[src/rtl/gw4302_dma_sequencer.sv]
// REU-style DMA sequencer: moves bytes between C64 bus and REU RAM, one per available PHI2 cycle.
// Supports stash, fetch, swap (two cycles per byte) and verify, with BA stall handling and autoload.
module gw4302_dma_sequencer #(
  parameter int REU_AW = 19
) (
  input  logic              i_phi2,
  input  logic              i_reset,
  input  logic              i_execute,
  input  logic [1:0]        i_cmd,
  input  logic [15:0]       i_c64_start,
  input  logic [REU_AW-1:0] i_reu_start,
  input  logic [15:0]       i_len_start,
  input  logic              i_fix_c64,
  input  logic              i_fix_reu,
  input  logic              i_autoload,
  input  logic              i_ba,
  input  logic              i_verify_eq,
  output logic              o_dma,
  output logic              o_dmarw,
  output logic [15:0]       o_c64_addr,
  output logic [REU_AW-1:0] o_reu_addr,
  output logic [15:0]       o_len_cur,
  output logic              o_ram_oe,
  output logic              o_ram_we,
  output logic              o_latch_c64,
  output logic              o_latch_ram,
  output logic              o_busy,
  output logic              o_done,
  output logic              o_verify_err
);

  typedef enum logic [2:0] {S_IDLE, S_ARM, S_XFER, S_SWAP2, S_END} state_t;

  localparam logic [1:0] CMD_STASH  = 2'b00;
  localparam logic [1:0] CMD_FETCH  = 2'b01;
  localparam logic [1:0] CMD_SWAP   = 2'b10;
  localparam logic [1:0] CMD_VERIFY = 2'b11;
  localparam logic [REU_AW-1:0] REU_ONE = {{(REU_AW-1){1'b0}}, 1'b1};

  state_t            r_state, w_next;
  logic [1:0]        r_cmd;
  logic              r_fix_c64, r_fix_reu, r_autoload;
  logic [15:0]       r_c64_addr, r_len;
  logic [REU_AW-1:0] r_reu_addr;
  logic              r_dma, r_verify_err;

  logic w_dmarw, w_ram_oe, w_ram_we, w_latch_c64, w_latch_ram;
  logic w_advance, w_stop;

  always_comb begin
    w_next      = r_state;
    w_dmarw     = 1'b1;
    w_ram_oe    = 1'b0;
    w_ram_we    = 1'b0;
    w_latch_c64 = 1'b0;
    w_latch_ram = 1'b0;
    w_advance   = 1'b0;
    w_stop      = 1'b0;
    case (r_state)
      S_IDLE: if (i_execute) w_next = S_ARM;
      S_ARM:  if (i_ba) w_next = S_XFER;
      S_XFER: begin
        if (i_ba) begin
          case (r_cmd)
            CMD_STASH: begin
              w_ram_we  = 1'b1;
              w_advance = 1'b1;
            end
            CMD_FETCH: begin
              w_dmarw   = 1'b0;
              w_ram_oe  = 1'b1;
              w_advance = 1'b1;
            end
            CMD_SWAP: begin
              w_ram_oe    = 1'b1;
              w_latch_c64 = 1'b1;
              w_latch_ram = 1'b1;
              w_next      = S_SWAP2;
            end
            CMD_VERIFY: begin
              w_ram_oe  = 1'b1;
              w_advance = 1'b1;
              w_stop    = ~i_verify_eq;
            end
            default: ;
          endcase
        end
      end
      S_SWAP2: begin
        if (i_ba) begin
          w_dmarw   = 1'b0;
          w_ram_we  = 1'b1;
          w_advance = 1'b1;
          w_next    = S_XFER;
        end
      end
      S_END:   w_next = S_IDLE;
      default: w_next = S_IDLE;
    endcase
    // last byte or verify mismatch ends the transfer after this byte
    if (w_advance && ((r_len == 16'd1) || w_stop)) w_next = S_END;
  end

  always_ff @(posedge i_phi2) begin
    if (i_reset) begin
      r_state <= S_IDLE;
      r_dma   <= 1'b0;
    end else begin
      r_state <= w_next;
      r_dma   <= (w_next == S_ARM) || (w_next == S_XFER) || (w_next == S_SWAP2);
    end
  end

  always_ff @(posedge i_phi2) begin
    if (i_reset) begin
      r_cmd        <= CMD_STASH;
      r_fix_c64    <= 1'b0;
      r_fix_reu    <= 1'b0;
      r_autoload   <= 1'b0;
      r_c64_addr   <= 16'd0;
      r_reu_addr   <= '0;
      r_len        <= 16'd0;
      r_verify_err <= 1'b0;
    end else if (r_state == S_IDLE && i_execute) begin
      r_cmd        <= i_cmd;
      r_fix_c64    <= i_fix_c64;
      r_fix_reu    <= i_fix_reu;
      r_autoload   <= i_autoload;
      r_c64_addr   <= i_c64_start;
      r_reu_addr   <= i_reu_start;
      r_len        <= i_len_start;
      r_verify_err <= 1'b0;
    end else if (w_advance) begin
      if (!r_fix_c64) r_c64_addr <= r_c64_addr + 16'd1;
      if (!r_fix_reu) r_reu_addr <= r_reu_addr + REU_ONE;
      // length 0 means 65536 and wraps naturally to FFFF
      if (r_len != 16'd1) r_len <= r_len - 16'd1;
      if (w_stop) r_verify_err <= 1'b1;
    end else if (r_state == S_END && r_autoload) begin
      r_c64_addr <= i_c64_start;
      r_reu_addr <= i_reu_start;
      r_len      <= i_len_start;
    end
  end

  assign o_dma        = r_dma;
  assign o_dmarw      = w_dmarw;
  assign o_c64_addr   = r_c64_addr;
  assign o_reu_addr   = r_reu_addr;
  assign o_len_cur    = r_len;
  assign o_ram_oe     = w_ram_oe;
  assign o_ram_we     = w_ram_we;
  assign o_latch_c64  = w_latch_c64;
  assign o_latch_ram  = w_latch_ram;
  assign o_busy       = (r_state == S_ARM) || (r_state == S_XFER) || (r_state == S_SWAP2);
  assign o_done       = (r_state == S_END);
  assign o_verify_err = r_verify_err;

endmodule

[config.mk]
export PLATFORM = sky130hd
export DESIGN_NAME = gw4302_dma_sequencer
export DESIGN_NICKNAME = d
export VERILOG_FILES = /design/src/rtl/gw4302_dma_sequencer.sv
export SDC_FILE = /design/constraint.sdc
export NUM_CORES = 1
export LEC_CHECK = 0
export ABC_CLOCK_PERIOD_IN_PS = 2900
export CAP_MARGIN = 20
export CORE_MARGIN = 2
export CORE_UTILIZATION = 40
export CTS_CLUSTER_DIAMETER = 40
export DETAILED_ROUTE_END_ITERATION = 10
export PLACE_DENSITY = 0.82
export RECOVER_POWER = 25
export SLEW_MARGIN = 20
export SYNTH_ARGS = -nofsm -noshare
export SYNTH_HDL_FRONTEND = slang
export SYNTH_SLANG_ARGS = --single-unit
[constraint.sdc]
create_clock -name i_phi2 -period 2.9 [get_ports i_phi2]
set_clock_uncertainty 0.2 [all_clocks]
set_input_delay 0.29 -clock i_phi2 [delete_from_list [all_inputs] [get_ports i_phi2]]
set_output_delay 0.29 -clock i_phi2 [all_outputs]
set_load 0.02 [all_outputs]
# Word-level counts from Yosys, hierarchy flattened
# Index checks and enable logic that the tools add are counted.
[totals] regBits=61 out_inout_bits=60 input_bits=61
[classes] bitwise=1 eq_ne=15 mux=38 add_sub_neg=3 reduce_logical=19
[ops] operator="16-bit two-way mux" count=8
[ops] operator="19-bit two-way mux" count=4
[ops] operator="19-bit by 1-bit adder with 19-bit output (second input constant)" count=1
[ops] operator="1-bit two-way mux" count=17
[ops] operator="16-bit by 1-bit adder with 16-bit output (second input constant)" count=1
[ops] operator="16-bit by 1-bit equality test with 1-bit output (second input constant)" count=1
[ops] operator="16-bit by 1-bit != test with 1-bit output (second input constant)" count=1
[ops] operator="16-bit by 1-bit subtractor with 16-bit output (second input constant)" count=1
[ops] operator="3-bit two-way mux" count=5
[ops] operator="3-bit by 2-bit equality test with 1-bit output (second input constant)" count=4
[ops] operator="3-bit case mux with 3 select lines" count=1
[ops] operator="2-bit AND reduction" count=4
[ops] operator="3-bit by 1-bit equality test with 1-bit output (second input constant)" count=2
[ops] operator="3-bit by 2-bit != test with 1-bit output (second input constant)" count=2
[ops] operator="1-bit case mux with 2 select lines" count=3
[ops] operator="3-bit OR reduction" count=2
[ops] operator="1-bit logical OR" count=5
[ops] operator="2-bit equality test (second input constant)" count=2
[ops] operator="2-bit OR reduction" count=2
[ops] operator="3-bit equality test (second input constant)" count=1
[ops] operator="1-bit logical AND" count=3
[ops] operator="3-bit zero test" count=1
[ops] operator="3-bit by 1-bit != test with 1-bit output (second input constant)" count=1
[ops] operator="3-bit nonzero test" count=1
[ops] operator="3 further kinds" count=3

# Logic depth before layout (Yosys ltp)
# Gate-level depths: netlist (run 1).
[logic_depth] ltp_word=10 mapped_depth=9 depth_no_buf=7

# Worst setup path before layout (run 1)
# OpenSTA, ideal clock, no wires.
[synth_path] path_type="register to register" start="register r_len[0] (netlist: o_len_cur[0])" end="register r_len[11] (netlist: o_len_cur[11])" required_ns=2.628 stages_incl_launch_ff=8 path_slack_ns=0.399 setup_ns=0.072 synth_period_minus_slack_ns=2.501 arrival_ns=2.230 cell_sequence="dfxtp_1 > ha_1 > or4b_2 > or3_4 > o22ai_4 > buf_6 > o21ai_1 > a21oi_1"
[synth_between] elab_chain_cells=4 elab_cells_between_ends=7 cone_classes="1 x add/sub; 2 x eq/ne; 3 x mux; 1 x reduce/logical"
[synth_lines] element="from (decl)" line="43" source="logic [15:0] r_c64_addr, r_len;"
[synth_lines] element="from (signal assigned)" line="131" source="r_len <= i_len_start;"
[synth_lines] element="from (signal assigned)" line="137" source="if (r_len != 16'd1) r_len <= r_len - 16'd1;"
[synth_lines] element="from (signal assigned)" line="142" source="r_len <= i_len_start;"
[synth_lines] element="16-bit by 1-bit subtractor with 16-bit output" line="137"
[synth_lines] element="16-bit two-way mux" line="137"
[synth_lines] element="16-bit two-way mux" line="133" source="end else if (w_advance) begin"
[synth_lines] element="16-bit two-way mux" line="124" source="end else if (r_state == S_IDLE && i_execute) begin"
# Several ways; a longest one is shown, not always the timed one. The select of a mux whose other input is x is not followed.
# A chain may end at the register's enable or synchronous reset.

# Worst setup path in the final report (run 1)
[layout_path] start="input i_ba" end="output o_latch_c64"
[layout_between] elab_chain_cells=2
[layout_lines] element="from (decl)" line="16" source="input logic i_ba,"
[layout_lines] element="1-bit two-way mux" line="63" source="if (i_ba) begin"
[layout_lines] element="1-bit two-way mux" line="59" source="case (r_state)"
[layout_lines] element="to (decl)" line="25" source="output logic o_latch_c64,"
# No other way between the ends.

==> results.yml, run 1 <==
outcome:
  status: "complete, no violations"
floorplanning:
  die_h_um: 101
  start_util_pct: 41.0
  ioPinCount: 121
  die_w_um: 101
  core_area_um2: 9200
  die-area_um2: 10200
  std_cell_rows: 35
worst_setup_path:
  cp_slowest_cell: "clkdlybuf4s50_1"
  start_kind: "primary input"
  path_common_cell: "clkdlybuf4s50_1"
  arrival_ps: 2130
  cp_max_fo: 6
  path_class: "in2out"
  cp_slowest_stage_delay_ps: 650
  cp.required_ps: 2410
  end_kind: "output pin"
  path_cells: "clkdlybuf4s50_1 > and3b_1 > nand3b_1 > nor2_1 > clkdlybuf4s50_1"
sta:
  maxSlewHeadroom_pct: 42.3
  tightest_slew_ps: 865
  fin_crit_sh_pct: 90.4
  period_needed_ps: 2620
  fin_ws_ps: 277
  finalSetupViolations: 0
  hold_viol: 0
  finalMaxSlewViolations: 0
  rsz0062_at_grt: "false"
  fmax_mhz: 381
  tns_ps: 0
logic_synthesis:
  synthSimpleGateAreaFrac_pct: 28.8
  synth_area_um2: 3770
  synth-main-ff-cell: "dfxtp_1"
  ys_types: 56
  syn_avg_cell_area_um2: 7.44
  synth_cells: 507
  seq_area_frac_synth_pct: 32.4
  ys_ff_latch: 61
  synth_fp_nets: 572
  yosysWarnings: 0
  yosys.area_share.adder_pct: 1.33
  synth_edf_count: 0
  muxShareOfSynthArea_pct: 2.49
  async_reset_ff_share_pct: 0
  synthXorXnorAreaFrac_pct: 0
  synth_compound_area_share_pct: 29.5
  synth_top_family_by_area: "compound AO/OA/AOI/OAI gates"
grt:
  grt_use_total_pct: 24.2
  grt_first_pass_wirelength_um: 20200
  grt_overflow: 0
  antenna_found_initial: 0
  grt_pass1_vias: 4280
  grt_max_degree: 44
clocking:
  cts_resized: 0
  cts.sinks: 61
  cts_made_buffers: 9
  clockRootBuffer: "clkbuf_8"
  clock_path_buffers: 2
  clkTransAtPathRegs_ps: 60
  cts_hold_buffers: 0
  worstSkewPairLatency_ps: 340
  htree_levels: 3
  post_cts_buffers: 0
  cts_tree: "yes"
final_layout:
  n_fill_cell: 857
  final_nets: 686
  drive_gt1_share_pct: 10.2
  syn2layout_area_growth_pct: 41.9
  diodes: 0
detailed_routing:
  vias: 4425
  wl_per_cell_um: 16.8
  drc: 0
  drt-initial-drc-count: 301
  finalWirelength_um: 12400
  ant_nets: 0
  dr.pass1.iters: 5
  viasPerCell: 6.00
power:
  clkPwrFrac_pct: 33.7
  power.density_nw_per_um2: 486
  leakage_nw: 2.00
  pwr-share-seq_pct: 38.6
  netSwitchingFraction_pct: 31.7
  power.switching_w: 0.000826
  ir_drop_uv: 243
  p_comb_share_pct: 27.6
  cellInternalPower_w: 0.00178
placed_design:
  portBuffers: 120
  post-place-ws_ps: 282
  gp_congestion: 0.876
  hpwl_um: 8850
hold_path:
  hp-class: "reg2reg"
flow_run:
  maxCapViolations: 0
==> worst max-delay path, delay by kind of cell <==
kind	cells	cell delay [ps]
and+or+nand+nor	3	670
buffers and inverters	2	1170
==> flip-flops by register name, summed over array words and instances, names as in the netlist <==
| signal | cells |
|---|---|
| o_len_cur | 16 |
| o_reu_addr | 19 |
| r_cmd | 2 |
| o_dma | 1 |
| r_fix_c64 | 1 |
| r_state | 3 |
| o_verify_err | 1 |
| r_fix_reu | 1 |
| o_c64_addr | 16 |
| r_autoload | 1 |
==> power groups by stage <==
stage               Combinational, W  Clock (W)  Sequential [W]
floorplan                   0.000339          0         0.00107
global placement            0.000706          0         0.00102
detailed placement          0.000724          0         0.00102
CTS                         0.000729   0.000882         0.00100
global route                0.000777   0.000922         0.00102
finish                      0.000719   0.000878         0.00101
==> cell usage after synthesis (all sizes together), types with 3 or more instances <==
library cell	number	area [um2]
a31oi	8	50.1
a21oi	49	257
nor2	56	210
o21ai	51	267
nor2b	4	25.0
nor4	10	62.6
mux2i	6	60.1
nor3b	5	42.5
clkbuf	25	93.8
mux2	3	33.8
a211oi	6	45.0
and2	8	50.1
a32oi	3	26.3
nor3	23	115
nand3	23	115
buf	15	90.1
nand2	41	154
nand3b	3	22.5
or3	5	36.3
o32ai	4	35.0
a32o	3	30.0
dfxtp	61	1220
a22o	3	26.3
a22oi	11	82.6
or2	6	37.5
and4	3	26.3
a21o	15	113
a311oi	5	43.8
nand4	10	62.6
o31ai	7	52.6
and3	6	37.5
inv	6	22.5
ha	4	50.1
==> layout by cell type, fill, tap and decap left out, types with 5 or more instances in the layout <==
master           instances
clkdlybuf4s50_1         89
dfxtp_1                 61
nor2_1                  55
a21oi_1                 46
nand2_1                 40
o21ai_0                 38
dlygate4sd3_1           30
nor3_1                  23
nand3_1                 23
buf_4                   22
a21o_1                  15
a22oi_1                 11
clkbuf_8                11
nor4_1                  10
nand4_1                 10
o21ai_1                 10
and2_1                   8
a31oi_1                  8
o31ai_1                  7
inv_1                    6
or2_2                    6
mux2i_1                  6
and3_1                   6
a211oi_1                 6
a311oi_1                 5
==> routing by layer <==
| metal | wire length [um] | vias to the layer above | track usage, % |
|---|---|---|---|
| li1 | - | 2109 | - |
| met3 | 957 | 24 | 4.02 |
| met1 | 5110 | 2074 | 30.3 |
| met5 | 0 | - | 0 |
| met2 | 6050 | 218 | 41.8 |
| met4 | 252 | 0 | 8.94 |
==> final cells by class <==
cell class,count,area (um2),share of cell area (%)
multi-input cells,400,2360,44.1
repair buffers,143,1380,25.8
flip-flops and latches,61,1220,22.8
clock buffers,12,155,2.90
well taps,111,139,2.60
clock inverters,4,70.1,1.31
inverters,6,22.5,0.421
==> cell families after synthesis <==
family / count (synthesis)
AND/OR/NAND/NOR: 213
AO/OA/AOI/OAI: 174
flip-flops: 61
buffers and inverters: 46
multiplexers: 9
adder cells (fa/ha/maj): 4
==> metrics by stage <==
stage / hold WS (ps) / utilization [%] / cell area [um2] / power (W) / instances
after floorplan: 211 / - / 3770 / 0.00141 / 507
after global placement: 286 / 55.7 / 5120 / 0.00172 / 721
final: 300 / 58.2 / 5350 / 0.00260 / 737
after global routing: 335 / 58.2 / 5350 / 0.00272 / 737
after detailed placement: 290 / 55.7 / 5120 / 0.00174 / 721
after CTS: 298 / 58.2 / 5350 / 0.00261 / 737
==> path summary, 6_finish.rpt <==
| path | start | to | slack (ps) | cells past startpoint |
|---|---|---|---|---|
| max | i_ba | o_latch_c64 | 280 | 5 |
| min | o_len_cur[12] | o_len_cur[12] | 300 | 2 |
| max reg2reg | o_len_cur[1] | o_len_cur[1] | 360 | 8 |
| min reg2reg | o_len_cur[12] | o_len_cur[12] | 300 | 2 |
(Power assumes the default switching activity.)
==> run 2: changes to the inputs <==
Settings changed: SETUP_SLACK_MARGIN from default to 0.3.
==> results.yml, run 2 (same netlist as run 1, synthesis figures left out) <==
outcome:
  status: "complete, no violations"
flow_run:
  maxCapViolations: 0
clocking:
  post_cts_buffers: 0
  htree_levels: 3
  worstSkewPairLatency_ps: 340
  clock_path_buffers: 2
  cts_tree: "yes"
  clkTransAtPathRegs_ps: 80
  clockRootBuffer: "clkbuf_8"
  cts.sinks: 61
  cts_made_buffers: 9
  cts_hold_buffers: 0
power:
  p_comb_share_pct: 27.9
  pwr-share-seq_pct: 38.5
  netSwitchingFraction_pct: 31.8
  ir_drop_uv: 242
  cellInternalPower_w: 0.00178
  power.density_nw_per_um2: 486
  power.switching_w: 0.000830
  clkPwrFrac_pct: 33.6
  leakage_nw: 2.05
sta:
  tns_ps: 0
  rsz0062_at_grt: "true"
  fmax_mhz: 400
  period_needed_ps: 2500
  finalSetupViolations: 0
  fin_crit_sh_pct: 86.2
  finalMaxSlewViolations: 0
  tightest_slew_ps: 844
  fin_ws_ps: 400
  hold_viol: 0
  hold_ws_ps: 297
  maxSlewHeadroom_pct: 43.7
grt:
  grt_overflow: 0
  grt_use_total_pct: 24.2
  grt_pass1_vias: 4280
  grt_first_pass_wirelength_um: 20200
  antenna_found_initial: 0
  grt_max_degree: 44
detailed_routing:
  dr.max_layer_used: "met4"
  wl_per_cell_um: 16.8
  dr_wl_met3_um: 940
  viasPerCell: 6.03
  wl_met1_um: 5090
  vias: 4453
  drt-initial-drc-count: 350
  drc: 0
  finalWirelength_um: 12400
  wl_met2_um: 6140
  ant_nets: 0
  dr.pass1.iters: 6
placed_design:
  gp_congestion: 0.876
  portBuffers: 120
  post-place-ws_ps: 282
  dp_cells: 721
  hpwl_um: 8850
  placed_area_um2: 5120
worst_setup_path:
  arrival_ps: 2550
  cp_max_fo: 7
  cp_slowest_cell: "or4b_2"
  path_class: "reg2reg"
  path_cells: "inv_2 > ha_1 > or4b_2 > or3_4 > o22ai_4 > buf_6 > a211oi_1 > a211oi_1"
  end_kind: "flop"
  start_kind: "flop"
  path_common_cell: "a211oi_1"
  cp.required_ps: 2950
  critPathTopFamily: "simple AND/OR/NAND/NOR gates"
  cp_num_buf_inv: 2
  cp_slowest_stage_delay_ps: 630
floorplanning:
  die-area_um2: 10200
  std_cell_rows: 35
  core_area_um2: 9200
  start_util_pct: 41.0
  die_w_um: 101
  ioPinCount: 121
  die_h_um: 101
final_layout:
  finalNonFillerCells: 738
  diodes: 0
  final_common_cell: "clkdlybuf4s50_1"
  fin_area_um2: 5380
  layout_common_cells: "clkdlybuf4s50_1 (87), dfxtp_1 (60), nor2_1 (55)"
  syn2layout_area_growth_pct: 42.6
  final_nets: 687
  drive_gt1_share_pct: 10.8
  largest_reg_flops: 19
hold_path:
  hp-class: "reg2reg"
[run 2: cell count changes in the layout (fill, tap and decap cells not counted), sizes merged]
cell | before | now
dlymetal6s2s | 0 | 2
buf | 24 | 25
clkdlybuf4s50 | 89 | 87
[run 2: power groups by stage]
stage               Sequential, W  Clock (W)  Combinational [W]
CTS                       0.00100   0.000882           0.000729
finish                    0.00101   0.000877           0.000729
global placement          0.00102          0           0.000706
global route              0.00102   0.000922           0.000788
detailed placement        0.00102          0           0.000724
floorplan                 0.00107          0           0.000339
[run 2: per-layer routing]
metal / vias up / GRT usage [%]
met1: 2074 / 30.3
met3: 28 / 4.02
li1: 2113 / -
met5: - / 0
met4: 0 / 8.94
met2: 238 / 41.8
[run 2: final timing paths]
kind | start | end | slack [ps] | cells after the start
worst max-delay path | o_len_cur[1] | o_len_cur[1] | 400 | 8
worst min-delay path | o_len_cur[8] | o_len_cur[8] | 300 | 2
worst max register to register | o_len_cur[1] | o_len_cur[1] | 400 | 8
worst min register to register | o_len_cur[8] | o_len_cur[8] | 300 | 2
[run 2: cell type report]
cell class	instances	area, um2
Fill cell	850	3820
Multi-Input combinational cell	400	2370
Timing Repair Buffer	144	1400
Sequential cell	61	1220
Clock buffer	12	155
Tap cell	111	139
Clock inverter	4	70.1
Inverter	6	22.5
[run 2: per-stage QoR]
step	util [%]	power, W
after floorplan	-	0.00141
after global placement	55.7	0.00172
after CTS	58.2	0.00261
after detailed placement	55.7	0.00174
final	58.5	0.00261
after global routing	58.5	0.00273
[run 2: timing repair]
item,in CTS,in global routing
pin swaps,0,0
gates cloned,0,1
setup endpoints to repair,1,14
gates resized for setup,1,7
hold endpoints to repair,0,0
[run 2: worst reg2reg max path: stages, from the launching register on]
cell and delay, ps:
dfxtp_1 380, inv_2 90, ha_1 150, or4b_2 630
or3_4 370, o22ai_4 160, buf_6 160, a211oi_1 50
a211oi_1 210
==> run 3: changes to the inputs <==
Settings changed: ABC_AREA from default to 1, PLACE_DENSITY 0.82 to 0.81, REMOVE_ABC_BUFFERS from default to 1.
==> results.yml, run 3 <==
outcome:
  status: "complete, no violations"
logic_synthesis:
  seq_area_frac_synth_pct: 30.3
  ys_ff_latch: 61
  syn_avg_cell_area_um2: 5.84
  async_reset_ff_share_pct: 0
  synth_edf_count: 0
  synthTopCellsByArea: "dfxtp_1 (30%), nand2_1 (20%), nor2_1 (13%), a21oi_1 (7.2%), nand3_1 (4.8%)"
  synth-main-ff-cell: "dfxtp_1"
  yosys.cell_count.top_type: "nand2_1"
  synth_cells: 689
  netlist.area_leader.share_pct: 30.3
  synth_common_cells: "nand2_1 (214), nor2_1 (136), dfxtp_1 (61)"
  ys_types: 28
  synth_area_um2: 4030
  yosysWarnings: 0
  yosys.area.top_type: "dfxtp_1"
sta:
  tns_ps: 0
  fin_crit_sh_pct: 78.8
  rsz0062_at_grt: "false"
  finalMaxSlewViolations: 0
  hold_viol: 0
  period_needed_ps: 2280
  maxSlewHeadroom_pct: 49.1
  fmax_mhz: 438
  finalSetupViolations: 0
  tightest_slew_ps: 763
clocking:
  clkTransAtPathRegs_ps: 70
  htree_levels: 3
  cts_resized: 0
  clock_path_buffers: 2
  post_cts_buffers: 0
  cts.sinks: 61
  worstSkewPairLatency_ps: 330
  cts_made_buffers: 9
  cts_hold_buffers: 0
  cts_tree: "yes"
  clockRootBuffer: "clkbuf_8"
flow_run:
  maxCapViolations: 0
floorplanning:
  start_util_pct: 41.2
  die-area_um2: 10900
  die_h_um: 104
  std_cell_rows: 36
  die_w_um: 104
  ioPinCount: 121
  core_area_um2: 9770
final_layout:
  drive_gt1_share_pct: 4.00
  final_nets: 863
  layout_common_cells: "nand2_1 (214), nor2_1 (137), clkdlybuf4s50_1 (98)"
  syn2layout_area_growth_pct: 35.6
  largest_reg_flops: 19
  diodes: 0
  final_common_cell: "nand2_1"
grt:
  grt_first_pass_wirelength_um: 19200
  grt_pass1_vias: 4175
  antenna_found_initial: 0
  grt_overflow: 0
  grt_use_total_pct: 21.0
  grt_max_degree: 49
power:
  ir_drop_uv: 213
  power.density_nw_per_um2: 452
  p_comb_share_pct: 30.1
  leakage_nw: 2.21
  cellInternalPower_w: 0.00163
  netSwitchingFraction_pct: 33.9
  p_total_w: 0.00247
  clkPwrFrac_pct: 28.8
  power.switching_w: 0.000838
  pwr-share-seq_pct: 41.1
worst_setup_path:
  start_kind: "flop"
  cp_slowest_stage_delay_ps: 630
  end_kind: "output pin"
  cp_max_fo: 8
  ff2ff_setup_slack_ps: 650
  path_class: "reg2out"
  arrival_ps: 1790
  path_cells: "inv_1 > nand3_1 > nor2_1 > clkdlybuf4s50_1"
  cp.required_ps: 2410
  cp_slowest_cell: "clkdlybuf4s50_1"
detailed_routing:
  drt-initial-drc-count: 151
  wl_per_cell_um: 12.2
  vias: 4634
  ant_nets: 0
  drc: 0
  viasPerCell: 4.96
  dr.pass1.iters: 4
  finalWirelength_um: 11400
placed_design:
  gp_congestion: 0.880
  portBuffers: 120
  hpwl_um: 8110
hold_path:
  hp-class: "reg2reg"
## run 3: cell count changes after synthesis, sizes merged, moves of 8 or more
cell and delta:
nor4 -10, and2 -8, a21o -15, inv +47, nand3 +19, nor3 -16, clkbuf -18, a21oi +10
nand2 +176, nor2 +81, a22oi -11
## run 3: layer usage
metal	GRT usage, %	wire length, um	vias to the layer above
li1	-	-	2424
met1	27.4	5140	2084
met2	34.9	5440	117
met3	3.88	655	9
met4	6.66	116	0
met5	0	0	-
## run 3: path summary, 6_finish.rpt
kind | startpoint | endpoint | depth (start not counted)
setup reg to reg | r_state[0] | o_len_cur[9] | 9
hold reg to reg | r_fix_c64 | r_fix_c64 | 2
hold / removal | r_fix_c64 | r_fix_c64 | 2
setup / recovery | r_state[0] | o_latch_c64 | 4
## run 3: cells by family after synthesis
group	Yosys count	synth area share, %
flops	61	30.3
xor+xnor	7	1.52
buf+inv	81	9.07
fa+ha+maj	4	1.24
compound gates	114	14.8
simple gates	422	43.0
## run 3: metrics by stage
step	hold WS, ps	instance area [um2]	util [%]	cells	setup slack, ps
floorplan	159	3860	-	661	289
global placement	256	5290	54.1	920	473
detailed placement	259	5290	54.1	920	410
CTS	270	5470	56.0	934	594
global route	286	5460	55.9	934	398
finish	269	5460	55.9	934	616
## run 3: final cells by class
class                   count  area, um2
flip-flops and latches     61       1220
clock inverters             1       5.00
well taps                 133        166
repair buffers            126       1260
fillers                   995       4320
inverters                  53        199
clock buffers              13        179
multi-input cells         547       2430
## run 3: worst max-delay path, delay by kind of cell, from the launching register on
kind,cells,cell delay [ps]
buffers and inverters,2,760
DFF,1,380
and+or+nand+nor,2,330
## run 3: power by group through the flow
stage               combinational [W]  sequential, W  clock, W
finish                       0.000743        0.00101  0.000711
global route                 0.000825        0.00103  0.000768
detailed placement           0.000754        0.00103         0
global placement             0.000746        0.00103         0
floorplan                    0.000352        0.00109         0
CTS                          0.000757        0.00101  0.000732
